## src/rtl/morse_symbol_capture.sv

```systemverilog
// Morse key capture: times key presses in prescaled ticks, classifies each press
// as dot or dash, and assembles up to five symbols into a committed letter code.
module morse_symbol_capture #(
    parameter int TICK_DIV = 5000,
    parameter int DOT_MAX  = 2000,
    parameter int DASH_MIN = 4000,
    parameter int DASH_MAX = 7000,
    parameter int GAP_MIN  = 10000
) (
    input  logic       clk,
    input  logic       rst_n,
    input  logic       press,
    input  logic       del_pulse,
    input  logic       fin_pulse,
    input  logic       letter_ready,
    output logic [9:0] letter_code,
    output logic       letter_valid,
    output logic [2:0] sym_count,
    output logic [1:0] last_sym,
    output logic       overflow
);

    localparam int PW = (TICK_DIV > 1) ? $clog2(TICK_DIV) : 1;
    localparam logic [PW-1:0] PRESC_LAST = PW'(TICK_DIV - 1);
    localparam logic [16:0]   DUR_SAT    = 17'h1FFFF;
    localparam logic [16:0]   DOT_C      = 17'(DOT_MAX);
    localparam logic [16:0]   DASH_MIN_C = 17'(DASH_MIN);
    localparam logic [16:0]   DASH_MAX_C = 17'(DASH_MAX);
    localparam logic [16:0]   GAP_C      = 17'(GAP_MIN);

    typedef enum logic [1:0] {
        S_IDLE,
        S_PRESS,
        S_GAP,
        S_HOLD
    } state_t;

    state_t        r_state;
    state_t        w_state_next;
    logic [PW-1:0] r_presc;
    logic [16:0]   r_dur;
    logic          r_press_q;
    logic          r_armed;
    logic [2:0]    r_count;
    logic [1:0]    r_last;
    logic          r_ovf;

    logic       w_tick;
    logic       w_edge;
    logic       w_rise;
    logic       w_fall;
    logic [1:0] w_class;
    logic       w_release;
    logic       w_del;
    logic       w_clear;
    logic       w_store;
    logic       w_ovf_set;

    assign w_tick = (r_presc == PRESC_LAST);
    assign w_edge = press ^ r_press_q;
    // A key already down when reset releases must be seen low once before a rise counts.
    assign w_rise = press & ~r_press_q & r_armed;
    assign w_fall = ~press & r_press_q;

    always_ff @(posedge clk or negedge rst_n) begin
        if (!rst_n) begin
            r_presc   <= '0;
            r_press_q <= 1'b0;
            r_armed   <= 1'b0;
            r_dur     <= '0;
        end else begin
            r_presc   <= w_tick ? '0 : r_presc + 1'b1;
            r_press_q <= press;
            r_armed   <= r_armed | ~press;
            if (w_edge)
                r_dur <= '0;
            else if (w_tick && r_dur != DUR_SAT)
                r_dur <= r_dur + 17'd1;
        end
    end

    always_comb begin
        w_class = 2'b00;
        if (r_dur >= 17'd1 && r_dur < DOT_C)
            w_class = 2'b10;
        else if (r_dur >= DASH_MIN_C && r_dur <= DASH_MAX_C)
            w_class = 2'b11;
    end

    always_ff @(posedge clk or negedge rst_n) begin
        if (!rst_n)
            r_state <= S_IDLE;
        else
            r_state <= w_state_next;
    end

    always_comb begin
        w_state_next = r_state;
        w_release    = 1'b0;
        w_del        = 1'b0;
        w_clear      = 1'b0;
        case (r_state)
            S_IDLE: begin
                if (w_rise)
                    w_state_next = S_PRESS;
                else if (fin_pulse)
                    w_state_next = S_HOLD;
                else if (del_pulse && r_count != 3'd0)
                    w_del = 1'b1;
            end
            S_PRESS: begin
                if (w_fall) begin
                    w_release    = 1'b1;
                    w_state_next = S_GAP;
                end
            end
            S_GAP: begin
                // Commit takes priority over a delete arriving in the same cycle.
                if (w_rise)
                    w_state_next = S_PRESS;
                else if (fin_pulse || r_dur >= GAP_C)
                    w_state_next = S_HOLD;
                else if (del_pulse && r_count != 3'd0)
                    w_del = 1'b1;
            end
            S_HOLD: begin
                if (letter_ready) begin
                    w_clear      = 1'b1;
                    w_state_next = S_IDLE;
                end
            end
            default: w_state_next = S_IDLE;
        endcase
    end

    assign w_store   = w_release && (w_class != 2'b00) && (r_count < 3'd5);
    assign w_ovf_set = w_release && (w_class != 2'b00) && (r_count == 3'd5);

    always_ff @(posedge clk or negedge rst_n) begin
        if (!rst_n) begin
            r_count <= '0;
            r_last  <= 2'b00;
            r_ovf   <= 1'b0;
        end else begin
            if (w_release)
                r_last <= w_class;
            if (w_clear) begin
                r_count <= '0;
                r_ovf   <= 1'b0;
            end else if (w_store) begin
                r_count <= r_count + 3'd1;
            end else if (w_ovf_set) begin
                r_ovf <= 1'b1;
            end else if (w_del) begin
                r_count <= r_count - 3'd1;
                r_ovf   <= 1'b0;
            end
        end
    end

    // Slot gi occupies letter_code[9-2gi -: 2]; first symbol lands in the top pair.
    for (genvar gi = 0; gi < 5; gi++) begin : g_slot
        logic [1:0] r_slot;
        always_ff @(posedge clk or negedge rst_n) begin
            if (!rst_n)
                r_slot <= 2'b00;
            else if (w_clear)
                r_slot <= 2'b00;
            else if (w_store && r_count == 3'(gi))
                r_slot <= w_class;
            else if (w_del && r_count == 3'(gi + 1))
                r_slot <= 2'b00;
        end
        assign letter_code[9-2*gi -: 2] = r_slot;
    end

    assign letter_valid = (r_state == S_HOLD);
    assign sym_count    = r_count;
    assign last_sym     = r_last;
    assign overflow     = r_ovf;

endmodule

```

## config.mk

```make
export PLATFORM = sky130hd
export DESIGN_NAME = morse_symbol_capture
export DESIGN_NICKNAME = d
export VERILOG_FILES = /design/src/rtl/morse_symbol_capture.sv
export SDC_FILE = /design/constraint.sdc
export NUM_CORES = 1
export LEC_CHECK = 0
export BUFFER_PORTS_ARGS = -buffer_cell sky130_fd_sc_hd__buf_4
export CAP_MARGIN = 15
export CORE_UTILIZATION = 25
export CTS_CLUSTER_DIAMETER = 30
export DETAILED_ROUTE_END_ITERATION = 8
export PLACE_DENSITY = 0.38
export SETUP_SLACK_MARGIN = 0.5
export SYNTH_ARGS = -nofsm -noshare
export SYNTH_HDL_FRONTEND = slang
export SYNTH_SLANG_ARGS = --single-unit
```

## constraint.sdc

```tcl
create_clock -name clk -period 3.6 [get_ports clk]
set_input_delay 0.72 -clock clk [delete_from_list [all_inputs] [get_ports clk]]
set_output_delay 0.72 -clock clk [all_outputs]
set_load 0.05 [all_outputs]
```

* Word-level counts from Yosys, hierarchy flattened
Index checks and enable logic that the tools add are counted.
** Word-level totals
- Bits in registers :: 50
- Input port bits :: 6
- Output and inout bits :: 17
- Logic and storage cells :: 124
** Operators by class
- Reduce and logical (&&, ||, !) cells :: 33
- Add/sub/neg operators :: 4
- Multiplexer cells :: 45
- Equal/unequal tests :: 16
- Bitwise logic cells :: 7
- Order comparisons :: 6
** Operators by type and width (count)
- $mux 2 :: 23
- $mux 17 :: 2
- $reduce_bool 3->1 :: 8
- $add 17x1->17 const B :: 1
- $ge 17x1->1 const B :: 1
- $ge 17x12->1 const B :: 1
- $ge 17x14->1 const B :: 1
- $le 17x13->1 const B :: 1
- $logic_and 1x1->1 :: 17
- $lt 17x11->1 const B :: 1
- $ne 17x17->1 const B :: 1
- $add 13x1->13 const B :: 1
- $eq 13x13->1 const B :: 1
- $mux 1 :: 13
- $mux 13 :: 1
- $mux 3 :: 4
- $ne 3x3->1 const B :: 3
- $pmux 2 s4 :: 1
- $eq 3x2->1 const B :: 2
- $eq 3x3->1 const B :: 2
- $ne 2x2->1 const B :: 3
- $eq 2x2->1 const B :: 2
- $reduce_and 2->1 :: 2
- $reduce_and 4->1 :: 1
- 14 further kinds :: 18

* Depth between registers and ports, before layout
Gate-level depths: netlist (run 1).
- Depth after elaboration :: 10
- Depth in mapped cells :: 11
- Mapped depth without buffers :: 10

* Worst setup path before layout (run 1)
No wires, ideal clock.
- Path kind :: flip-flop to flip-flop
- From :: register r_dur[3]
- To :: register r_dur[15]
- Data arrival time :: 2.369 ns
- Buffers on the path :: 1
- Period minus slack after synthesis :: 2.489 ns
- Path slack :: 1.111 ns
- Data required time :: 3.481 ns
- Stages on the path, launching flop included :: 12
- Setup time :: 0.119 ns
- Cell sequence :: dfrtp_1 and3_1 nand3_2 or2_2 buf_2 nor4_1 ha_1 nor4_4 nand4_4 nor3_1 xor2_1 and2_1
** Between the ends
- Longest elaborated chain between the ends :: 3
- Elaborated cells on any way between the ends :: 6
- Classes of those cells :: add/sub: 1; eq/ne: 1; mux: 2; reduce/logical: 2
** Ends and longest elaborated chain
- start: declaration :: RTL line 41 : logic [16:0] r_dur;
- start signal: assignment :: RTL line 78 : r_dur <= r_dur + 17'd1;
- $add 17x1->17 / $ne 17x17->1 (equally long branches) :: RTL line 78, 77
- $mux 17 / $logic_and 1x1->1 (equally long branches) :: RTL line 77 : else if (w_tick && r_dur != DUR_SAT)
- $mux 17 / $reduce_bool 2->1 (equally long branches)
Several ways; a longest one is shown, not always the timed one. The select of a mux whose other input is x is not followed.
A chain may end at the register's enable or synchronous reset.

* Final worst setup path (run 1)
- From :: register r_dur[3]
- To :: register r_dur[13]
Same word-level chain as after synthesis.

==> results.sh, run 1 <==
export IMPL_cp_max_fo=8
export IMPL_critPathBufInv=0
export IMPL_syn_nets=289
export IMPL_drive_gt1_frac=0.166
export IMPL_grtUsageMet2=0.190
export IMPL_die_x_um=108
export IMPL_dp_slack_ns=0.880
export IMPL_synth_distinct_cells=57
export IMPL_layout_common_cells="dfrtp_1, buf_4, nand2_1"
export IMPL_yosys_area_share_adder=0.0581
export IMPL_synth_area_leaders="dfrtp_1, ha_1, xor2_1"
export IMPL_r2r_slack_ns=0.89
export IMPL_cts_root_buffer="clkbuf_8"
export IMPL_grt_overflow=0
export IMPL_synth_ff_type="dfrtp_1"
export IMPL_crit_required_ns=3.83
export IMPL_hold_viol_final=0
export IMPL_worst_slack_ns=0.888
export IMPL_synth_area_um2=2800
export IMPL_grt_max_degree=51
export IMPL_synth_edf_count=0
export IMPL_fillers=1128
export IMPL_maxCapViolCount=0
export IMPL_ys_ff_latch=50
export IMPL_grt_pass1_wl_mm=10.6
export IMPL_powerDensity_nw_per_um2=431
export IMPL_place_hpwl_mm=4.38
export IMPL_yosys_area_top_type_share=0.447
export IMPL_wl_mm=6.17
export IMPL_hold_class="primary input to async pin"
export IMPL_yosysWarnings=0
export IMPL_cts_buffers_inserted=5
export IMPL_post_cts_setup_buffer_count=0
export IMPL_htree_levels=2
export IMPL_critical_path_arrival_ns=2.94
export IMPL_critPathMaxStageDelay_ns=0.59
export IMPL_power_total_mw=1.39
export IMPL_cts_sinks=50
export IMPL_drtPass1Iterations=4
export IMPL_slew_headroom=0.561
export IMPL_crit_path_top_delay_cell="nor4_4"
export IMPL_max_freq_ghz=0.369
export IMPL_cts_resized=0
export IMPL_vias=2060
export IMPL_clkTransAtPathRegs_ns=0.09
export IMPL_startpoint="r_dur[3]$_DFFE_PN0P_"
export IMPL_r2r_start="r_dur[3]$_DFFE_PN0P_"
export IMPL_die_h_um=108
export IMPL_clock_skew_ns=0.00944
export IMPL_rsz0062_at_grt="false"
export IMPL_pin_count=23
export IMPL_period_share=0.753
export IMPL_cp_cell_sequence="and3_1 -> nand3_2 -> or2_2 -> nor4_1 -> ha_1 -> nor4_4 -> nand4_4 -> nor3_1 -> nand3_1 -> o21ai_0"
export IMPL_yosysSeqAreaShare=0.447
export IMPL_outcome="finished clean"
export IMPL_syn_area_per_cell_um2=10.4
export IMPL_placementRows=38
export IMPL_place_inst=427
export IMPL_insertion_delay_ns=0.31
export IMPL_drcViolationCount=0
export IMPL_busiest_layer="met2"
export IMPL_yosysTopAreaCell="dfrtp_1"
export IMPL_start_util=0.257
export IMPL_yosys_area_share_simple=0.263
export IMPL_worst_pin_slew_ns=0.659
export IMPL_crit_path_start_kind="register"
export IMPL_drv_slew=0
export IMPL_viasPerCell=4.74
export IMPL_area_delta_synth_final_pct=15.3
export IMPL_synth_compound_area_share=0.118
export IMPL_stdcell_count=435
export IMPL_synthCells=270
export IMPL_r2r_end="r_dur[13]$_DFFE_PN0P_"
export IMPL_ir_drop_mv=0.164
export IMPL_cp_top_family="simple AND/OR/NAND/NOR gates"
export IMPL_avgRoutedWirePerCell_um=14.2
export IMPL_place_congestion=0.765
export IMPL_yosys_mux_area_fraction=0.0143
export IMPL_die_area_um2=11600
export IMPL_holdBufCountCts=0
export IMPL_grt_pass1_vias=2077
export IMPL_power_leakage_nw=1.48
export IMPL_end_kind="register"
export IMPL_cts_max_path_buffers=2
export IMPL_postRouteAntennaNets=0
export IMPL_fin_setup_tns_ns=0
export IMPL_cts_tree="built"
export IMPL_layout_commonest_cell="dfrtp_1"
export IMPL_use_met1=0.155
export IMPL_synthArstFlopShare=1.00
export IMPL_worstSetupPathType="register to register"
export IMPL_synth_top_family_by_area="simple AND/OR/NAND/NOR gates"
export IMPL_use_met3=0.0230
export IMPL_globalRouteTotalUtil=0.117
export IMPL_min_period_ns=2.71
export IMPL_diodes=0
export IMPL_portBuffers=22
export IMPL_rr_worst_depth=10
export IMPL_antenna_found_initial=0
export IMPL_synth_xor_area_share=0.0720
export IMPL_drtIter0Drc=102
export IMPL_nets=313
export IMPL_setup_violations=0
export IMPL_coreArea_um2=10900
area by class of cell:
cell class / instances / area [um^2] / share of cell area
Inverter: 13 / 48.8 / 0.0151
Multi-Input combinational cell: 201 / 1470 / 0.455
Clock inverter: 2 / 37.5 / 0.0116
Tap cell: 140 / 175 / 0.0543
Sequential cell: 50 / 1250 / 0.388
Clock buffer: 6 / 72.6 / 0.0225
Timing Repair Buffer: 23 / 173 / 0.0535
report_power, final:
part / leakage [nW] / switching (mW) / internal, mW / total, mW
Sequential: 0.669 / 0.0576 / 0.588 / 0.645
Clock: 0.0514 / 0.195 / 0.208 / 0.402
Combinational: 0.761 / 0.225 / 0.119 / 0.344
per-layer routing:
metal  wire, um  up-vias  part of all wire
li1           -     1009                 -
met1       2960     1008              0.48
met2       2900       35              0.47
met3        210        8             0.034
met4         93        0             0.015
met5          0        -                 0
logic make-up (layout without fill, tap and decap cells):
family	count (synthesis)	after routing
xor gates and xnor gates	23	23
DFF	50	50
AOI/OAI and AO/OA	46	46
and+or+nand+nor	115	115
adders and majority gates	13	13
buffers and inverters	19	44
muxes	4	4
synth_stat cells, types with 2 or more instances:
library cell	instances
inv_1	13
xnor2_1	9
and2_1	13
o21a_1	2
nand2b_1	3
mux2i_1	4
or3_1	2
clkbuf_1	3
nor2b_1	5
o211ai_1	3
nand4_1	5
nor4_1	4
nor3_2	2
nor2_1	15
nand3_1	14
xor2_1	14
nand2_1	21
a21o_1	3
o22ai_1	2
a21boi_1	2
a21oi_1	3
o21ai_0	13
dfrtp_1	50
or2_2	2
nor3_1	6
ha_1	13
a31oi_1	3
and3_1	7
a211oi_1	2
a41oi_1	2
a32o_1	4
how the worst max path moves through the flow:
stage / to / slack (ns) / depth (start not counted)
after floorplan: r_dur[15]$_DFFE_PN0P_ / 1.11 / 11
after global placement: r_dur[15]$_DFFE_PN0P_ / 0.93 / 10
after detailed placement: r_dur[15]$_DFFE_PN0P_ / 0.88 / 10
after CTS: r_dur[13]$_DFFE_PN0P_ / 0.86 / 10
after global routing: r_dur[13]$_DFFE_PN0P_ / 0.67 / 10
final: r_dur[13]$_DFFE_PN0P_ / 0.89 / 10
stage by stage:
| step | cell area [um^2] | utilization | hold slack (ns) |
|---|---|---|---|
| 6_report | 3230 | 0.296 | 0.450 |
| 2_1_floorplan | 2800 | - | 0.424 |
| 3_5_place_dp | 3120 | 0.286 | 0.458 |
| 4_1_cts | 3230 | 0.296 | 0.479 |
| 5_1_grt | 3230 | 0.296 | 0.493 |
| 3_3_place_gp | 3120 | 0.286 | 0.454 |
sequential cells by signal, indices dropped and copies added (netlist names):
| name | cells |
|---|---|
| g_slot.r_slot | 10 |
| last_sym | 2 |
| overflow | 1 |
| r_armed | 1 |
| r_dur | 17 |
| r_presc | 13 |
| r_press_q | 1 |
| r_state | 2 |
| sym_count | 3 |
worst reg2reg max path, delay by kind of cell (launching register included):
family,cells,cell delay (ns)
AND/OR/NAND/NOR,8,1.89
adder cells (fa/ha/maj),1,0.23
flip-flops,1,0.43
AO/OA/AOI/OAI,1,0.09
No activity file was read; power rests on OpenSTA's default activity.
==> run 2: changes to the inputs <==
PLACE_DENSITY = 0.39   (was 0.38)
clock period = 2.2 ns   (was 3.6 ns; I/O delays follow)
==> run 2 against run 1 <==
  * Clock power is 48% higher
  * Total power is 67% higher
  * Non-clock buffer count is 46 higher
  * Routed wire length is 12% higher
  * Worst hold slack worse by 0.31 ns
  * Critical path type unchanged
  * Highest routed layer unchanged
==> results.sh, run 2 (synthesized netlist as in run 1, its figures left out) <==
export IMPL_outcome="finished clean"
export IMPL_htree_levels=2
export IMPL_pin_count=23
export IMPL_clkTransAtPathRegs_ns=0.11
export IMPL_die_area_um2=11600
export IMPL_die_x_um=108
export IMPL_place_congestion=0.714
export IMPL_power_total_mw=2.32
export IMPL_area_delta_synth_final_pct=37.5
export IMPL_slew_headroom=0.551
export IMPL_place_hpwl_mm=4.84
export IMPL_globalRouteTotalUtil=0.126
export IMPL_crit_path_start_kind="register"
export IMPL_startpoint="r_dur[0]$_DFFE_PN0P_"
export IMPL_start_util=0.257
export IMPL_diodes=0
export IMPL_r2r_start="r_dur[0]$_DFFE_PN0P_"
export IMPL_layout_common_cells="buf_4, dfrtp_1, nand2_1"
export IMPL_avgRoutedWirePerCell_um=14.4
export IMPL_drcViolationCount=0
export IMPL_largest_register_ffs=17
export IMPL_cts_buffers_inserted=5
export IMPL_period_share=0.944
export IMPL_max_freq_ghz=0.482
export IMPL_cp_max_fo=3
export IMPL_crit_required_ns=2.41
export IMPL_cts_tree="built"
export IMPL_postRouteAntennaNets=0
export IMPL_worstSetupPathType="register to register"
export IMPL_worst_pin_slew_ns=0.673
export IMPL_drtPass1Iterations=4
export IMPL_drive_gt1_frac=0.402
export IMPL_place_inst=449
export IMPL_insertion_delay_ns=0.31
export IMPL_die_h_um=108
export IMPL_cts_max_path_buffers=2
export IMPL_layout_commonest_cell="buf_4"
export IMPL_hold_class="primary input to async pin"
export IMPL_final_util=0.353
export IMPL_use_met1=0.170
export IMPL_rr_worst_depth=11
export IMPL_busiest_layer="met2"
export IMPL_holdBufCountCts=0
export IMPL_r2r_end="g_slot[4].r_slot[0]$_DFFE_PN0P_"
export IMPL_critical_path_arrival_ns=2.29
export IMPL_min_period_ns=2.08
export IMPL_reg_largest_list="r_dur: 17 flops, r_presc: 13 flops, g_slot.r_slot: 10 flops"
export IMPL_wl_mm=6.92
export IMPL_cts_root_buffer="clkbuf_8"
export IMPL_grt_overflow=0
export IMPL_grt_pass1_wl_mm=11.4
export IMPL_drtIter0Drc=153
export IMPL_antenna_found_initial=0
export IMPL_placementRows=38
export IMPL_fin_setup_tns_ns=0
export IMPL_top_register="r_dur"
export IMPL_grt_pass1_vias=2254
export IMPL_rsz0062_at_grt="true"
export IMPL_end_kind="register"
export IMPL_stdcell_count=481
export IMPL_cts_sinks=50
export IMPL_portBuffers=22
export IMPL_vias=2222
export IMPL_ir_drop_mv=0.429
export IMPL_power_leakage_nw=1.79
export IMPL_grtUsageMet2=0.212
export IMPL_powerDensity_nw_per_um2=603
export IMPL_grt_max_degree=51
export IMPL_setup_violations=0
export IMPL_r2r_slack_ns=0.12
export IMPL_use_met3=0.0200
export IMPL_drv_slew=0
export IMPL_hold_viol_final=0
export IMPL_maxCapViolCount=0
export IMPL_coreArea_um2=10900
export IMPL_clock_skew_ns=0.0140
export IMPL_nets=359
export IMPL_viasPerCell=4.62
## run 2: metal layers
layer,routed length [um],vias up,share of wire
met3,180,4,0.026
met5,0,-,0
met4,40,0,0.0058
li1,-,1101,-
met2,3340,34,0.48
met1,3360,1083,0.49
## run 2: area by class of cell
class / count / area, um^2
sequential: 50 / 1260
timing repair buffer: 69 / 556
tap: 140 / 175
multi-input combinational: 201 / 1710
fill: 1129 / 7040
clock buffer: 5 / 68.8
inverter: 13 / 51.3
clock inverter: 3 / 28.8
## run 2: worst max path at each step
stage | slack, ns | cells past startpoint | endpoint
2_1_floorplan | -0.15 | 10 | r_dur[11]$_DFFE_PN0P_
3_3_place_gp | -0.03 | 5 | g_slot[4].r_slot[1]$_DFFE_PN0P_
3_5_place_dp | 0.02 | 9 | r_dur[11]$_DFFE_PN0P_
4_1_cts | 0.14 | 5 | g_slot[4].r_slot[1]$_DFFE_PN0P_
5_1_grt | 0.02 | 10 | r_dur[7]$_DFFE_PN0P_
6_report | 0.12 | 11 | g_slot[4].r_slot[0]$_DFFE_PN0P_
## run 2: worst max-delay path, cell delays in order, from the launching register on
cell      delay (ns)
dfrtp_2         0.40
buf_6           0.10
buf_6           0.09
inv_4           0.03
ha_4            0.14
nor2b_4         0.11
o21a_1          0.20
o311ai_4        0.33
buf_4           0.18
buf_6           0.11
nor3_1          0.06
a31o_2          0.22
## run 2: what timing repair did
action	4_1_cts	5_1_grt
buffers inserted	9	15
hold endpoints to repair	0	0
gates resized for setup	7	38
setup endpoints to repair	33	35
pin swaps	14	15
## run 2: report_power, final
| part | internal [mW] | leakage (nW) | switching [mW] |
|---|---|---|---|
| clock | 0.237 | 0.0502 | 0.356 |
| combinational | 0.244 | 1.09 | 0.412 |
| sequential | 0.967 | 0.657 | 0.103 |
## run 2: through the flow
stage               hold slack (ns)  worst slack (ns)  area (um^2)
floorplan                     0.144            -0.155         2910
global placement              0.454           -0.0262         3390
detailed placement            0.453            0.0174         3390
CTS                           0.184             0.145         3570
global route                  0.205            0.0204         3850
finish                        0.139             0.124         3850
==> run 3: changes to the inputs <==
REMOVE_ABC_BUFFERS = 1   (was unset)
==> run 3 against run 2 <==
  * Register-to-register slack better by 0.04 ns
  * Sequential share of layout area is 0.92 points lower
  * Die area stayed put
  * Total power is 7.4% higher
  * First-iteration DRC count is 64% lower
  * Via count is 3.9% higher
  * Maximum frequency is 1.8% higher
  * Utilization is 0.84 points higher
  * Clock power is 12% higher
  * Cell count is 2.7% higher
  * Critical path type unchanged
  * Largest cell class unchanged
  * Largest power group unchanged
==> results.sh, run 3 (synthesized netlist as in run 1, its figures left out) <==
export IMPL_htree_levels=2
export IMPL_grt_pass1_wl_mm=11.7
export IMPL_cts_sinks=50
export IMPL_crit_required_ns=2.44
export IMPL_rr_worst_depth=9
export IMPL_drv_slew=0
export IMPL_r2r_end="r_dur[11]$_DFFE_PN0P_"
export IMPL_cp_top_family="simple AND/OR/NAND/NOR gates"
export IMPL_vias=2308
export IMPL_viasPerCell=4.67
export IMPL_avgRoutedWirePerCell_um=14.2
export IMPL_insertion_delay_ns=0.31
export IMPL_drtIter0Drc=55
export IMPL_pwr_share_comb=0.324
export IMPL_nets=372
export IMPL_clkTransAtPathRegs_ns=0.10
export IMPL_worstSetupPathType="register to register"
export IMPL_hold_class="primary input to async pin"
export IMPL_worst_pin_slew_ns=0.673
export IMPL_coreArea_um2=10900
export IMPL_cts_buffers_inserted=5
export IMPL_top_register="r_dur"
export IMPL_drcViolationCount=0
export IMPL_cp_max_fo=8
export IMPL_place_hpwl_mm=4.89
export IMPL_period_share=0.927
export IMPL_r2r_start="r_dur[6]$_DFFE_PN0P_"
export IMPL_pin_count=23
export IMPL_rsz0062_at_grt="true"
export IMPL_critical_path_arrival_ns=2.28
export IMPL_setup_violations=0
export IMPL_max_freq_ghz=0.490
export IMPL_holdBufCountCts=0
export IMPL_hold_viol_final=0
export IMPL_r2r_slack_ns=0.16
export IMPL_reg_largest_list="r_dur: 17 flops, r_presc: 13 flops, g_slot.r_slot: 10 flops"
export IMPL_intPower_mw=1.60
export IMPL_diodes=0
export IMPL_die_area_um2=11600
export IMPL_outcome="finished clean"
export IMPL_globalRouteTotalUtil=0.129
export IMPL_antenna_found_initial=0
export IMPL_largest_register_ffs=17
export IMPL_cts_max_path_buffers=2
export IMPL_maxCapViolCount=0
export IMPL_drive_gt1_frac=0.398
export IMPL_cts_tree="built"
export IMPL_dp_slack_ns=-0.0909
export IMPL_end_kind="register"
export IMPL_clock_skew_ns=0.0110
export IMPL_ir_drop_mv=0.673
export IMPL_p_clk_frac=0.268
export IMPL_worst_slack_ns=0.160
export IMPL_sw_frac_of_total=0.356
export IMPL_die_x_um=108
export IMPL_portBuffers=22
export IMPL_wl_mm=7.03
export IMPL_min_period_ns=2.04
export IMPL_grt_max_degree=51
export IMPL_holdWs_ns=0.150
export IMPL_grt_overflow=0
export IMPL_power_leakage_nw=1.84
export IMPL_slew_headroom=0.551
export IMPL_layout_commonest_cell="buf_4"
export IMPL_place_congestion=0.781
export IMPL_start_util=0.257
export IMPL_critPathMaxStageDelay_ns=0.47
export IMPL_cts_root_buffer="clkbuf_8"
export IMPL_drtPass1Iterations=4
export IMPL_powerDensity_nw_per_um2=632
export IMPL_cp_cell_sequence="buf_6 -> nand3_2 -> or2_4 -> nor4_2 -> ha_2 -> nor4_4 -> nand4_4 -> or3_1 -> a21boi_1"
export IMPL_placementRows=38
export IMPL_postRouteAntennaNets=0
export IMPL_final_util=0.362
export IMPL_switching_power_mw=0.886
export IMPL_area_delta_synth_final_pct=40.7
export IMPL_crit_path_top_delay_cell="dfrtp_2"
export IMPL_grt_pass1_vias=2278
export IMPL_fin_setup_tns_ns=0
export IMPL_die_h_um=108
export IMPL_critPathBufInv=1
export IMPL_power_frac_seq=0.408
export IMPL_layout_common_cells="buf_4, dfrtp_1, nand2_1"
export IMPL_crit_path_start_kind="register"
==> run 3: cell count changes in the layout (fill, tap and decap cells not counted), moves of 3 or more <==
cell / before / now
dfrtp_1: 42 / 47
ha_1: 9 / 12
nor3_1: 1 / 5
inv_1: 9 / 12
buf_4: 59 / 66
dfrtp_2: 8 / 3
nor3_2: 5 / 2
buf_6: 10 / 16
==> run 3: cell type report <==
type	count	area [um^2]
clock buffers	5	68.8
clock inverters	3	45.0
fillers	1096	6950
inverters	13	48.8
multi-input cells	201	1670
flip-flops and latches	50	1250
well taps	140	175
repair buffers	82	676
==> run 3: worst max path at each step <==
stage	startpoint	endpoint	slack, ns	depth (start not counted)
floorplan	r_dur[3]$_DFFE_PN0P_	r_dur[15]$_DFFE_PN0P_	-0.21	10
global placement	r_dur[5]$_DFFE_PN0P_	sym_count[0]$_DFFE_PN0P_	-0.08	7
detailed placement	r_dur[5]$_DFFE_PN0P_	sym_count[0]$_DFFE_PN0P_	-0.09	7
CTS	r_dur[4]$_DFFE_PN0P_	g_slot[0].r_slot[0]$_DFFE_PN0P_	0.17	8
global route	r_dur[4]$_DFFE_PN0P_	r_dur[11]$_DFFE_PN0P_	0.03	9
finish	r_dur[6]$_DFFE_PN0P_	r_dur[11]$_DFFE_PN0P_	0.16	9
==> run 3: stage by stage <==
stage / std cells / area (um^2) / total power [mW]
after floorplan: 264 / 2770 / 1.45
after global placement: 462 / 3380 / 1.74
after detailed placement: 462 / 3380 / 1.73
after CTS: 486 / 3740 / 2.45
after global routing: 494 / 3940 / 2.66
final: 494 / 3940 / 2.49
==> run 3: repair_timing <==
item | 4_1_cts | 5_1_grt
buffers inserted | 16 | 8
cloned | 0 | 0
pin swaps | 20 | 17
setup endpoints to repair | 34 | 35
resized for setup | 29 | 32
==> run 3: power groups by stage <==
| stage | Combinational (mW) | Clock [mW] | Sequential, mW |
|---|---|---|---|
| detailed placement | 0.693 | 0 | 1.03 |
| global placement | 0.703 | 0 | 1.03 |
| finish | 0.807 | 0.666 | 1.02 |
| global route | 0.883 | 0.743 | 1.03 |
| floorplan | 0.317 | 0 | 1.13 |
| CTS | 0.728 | 0.711 | 1.02 |
==> run 3: metal layers <==
| layer | vias to the layer above | wire [um] | GRT usage |
|---|---|---|---|
| met4 | 0 | 72 | 0.0323 |
| met3 | 7 | 211 | 0.0260 |
| met2 | 30 | 3420 | 0.223 |
| met5 | - | 0 | 0 |
| met1 | 1149 | 3330 | 0.163 |
| li1 | 1122 | - | - |
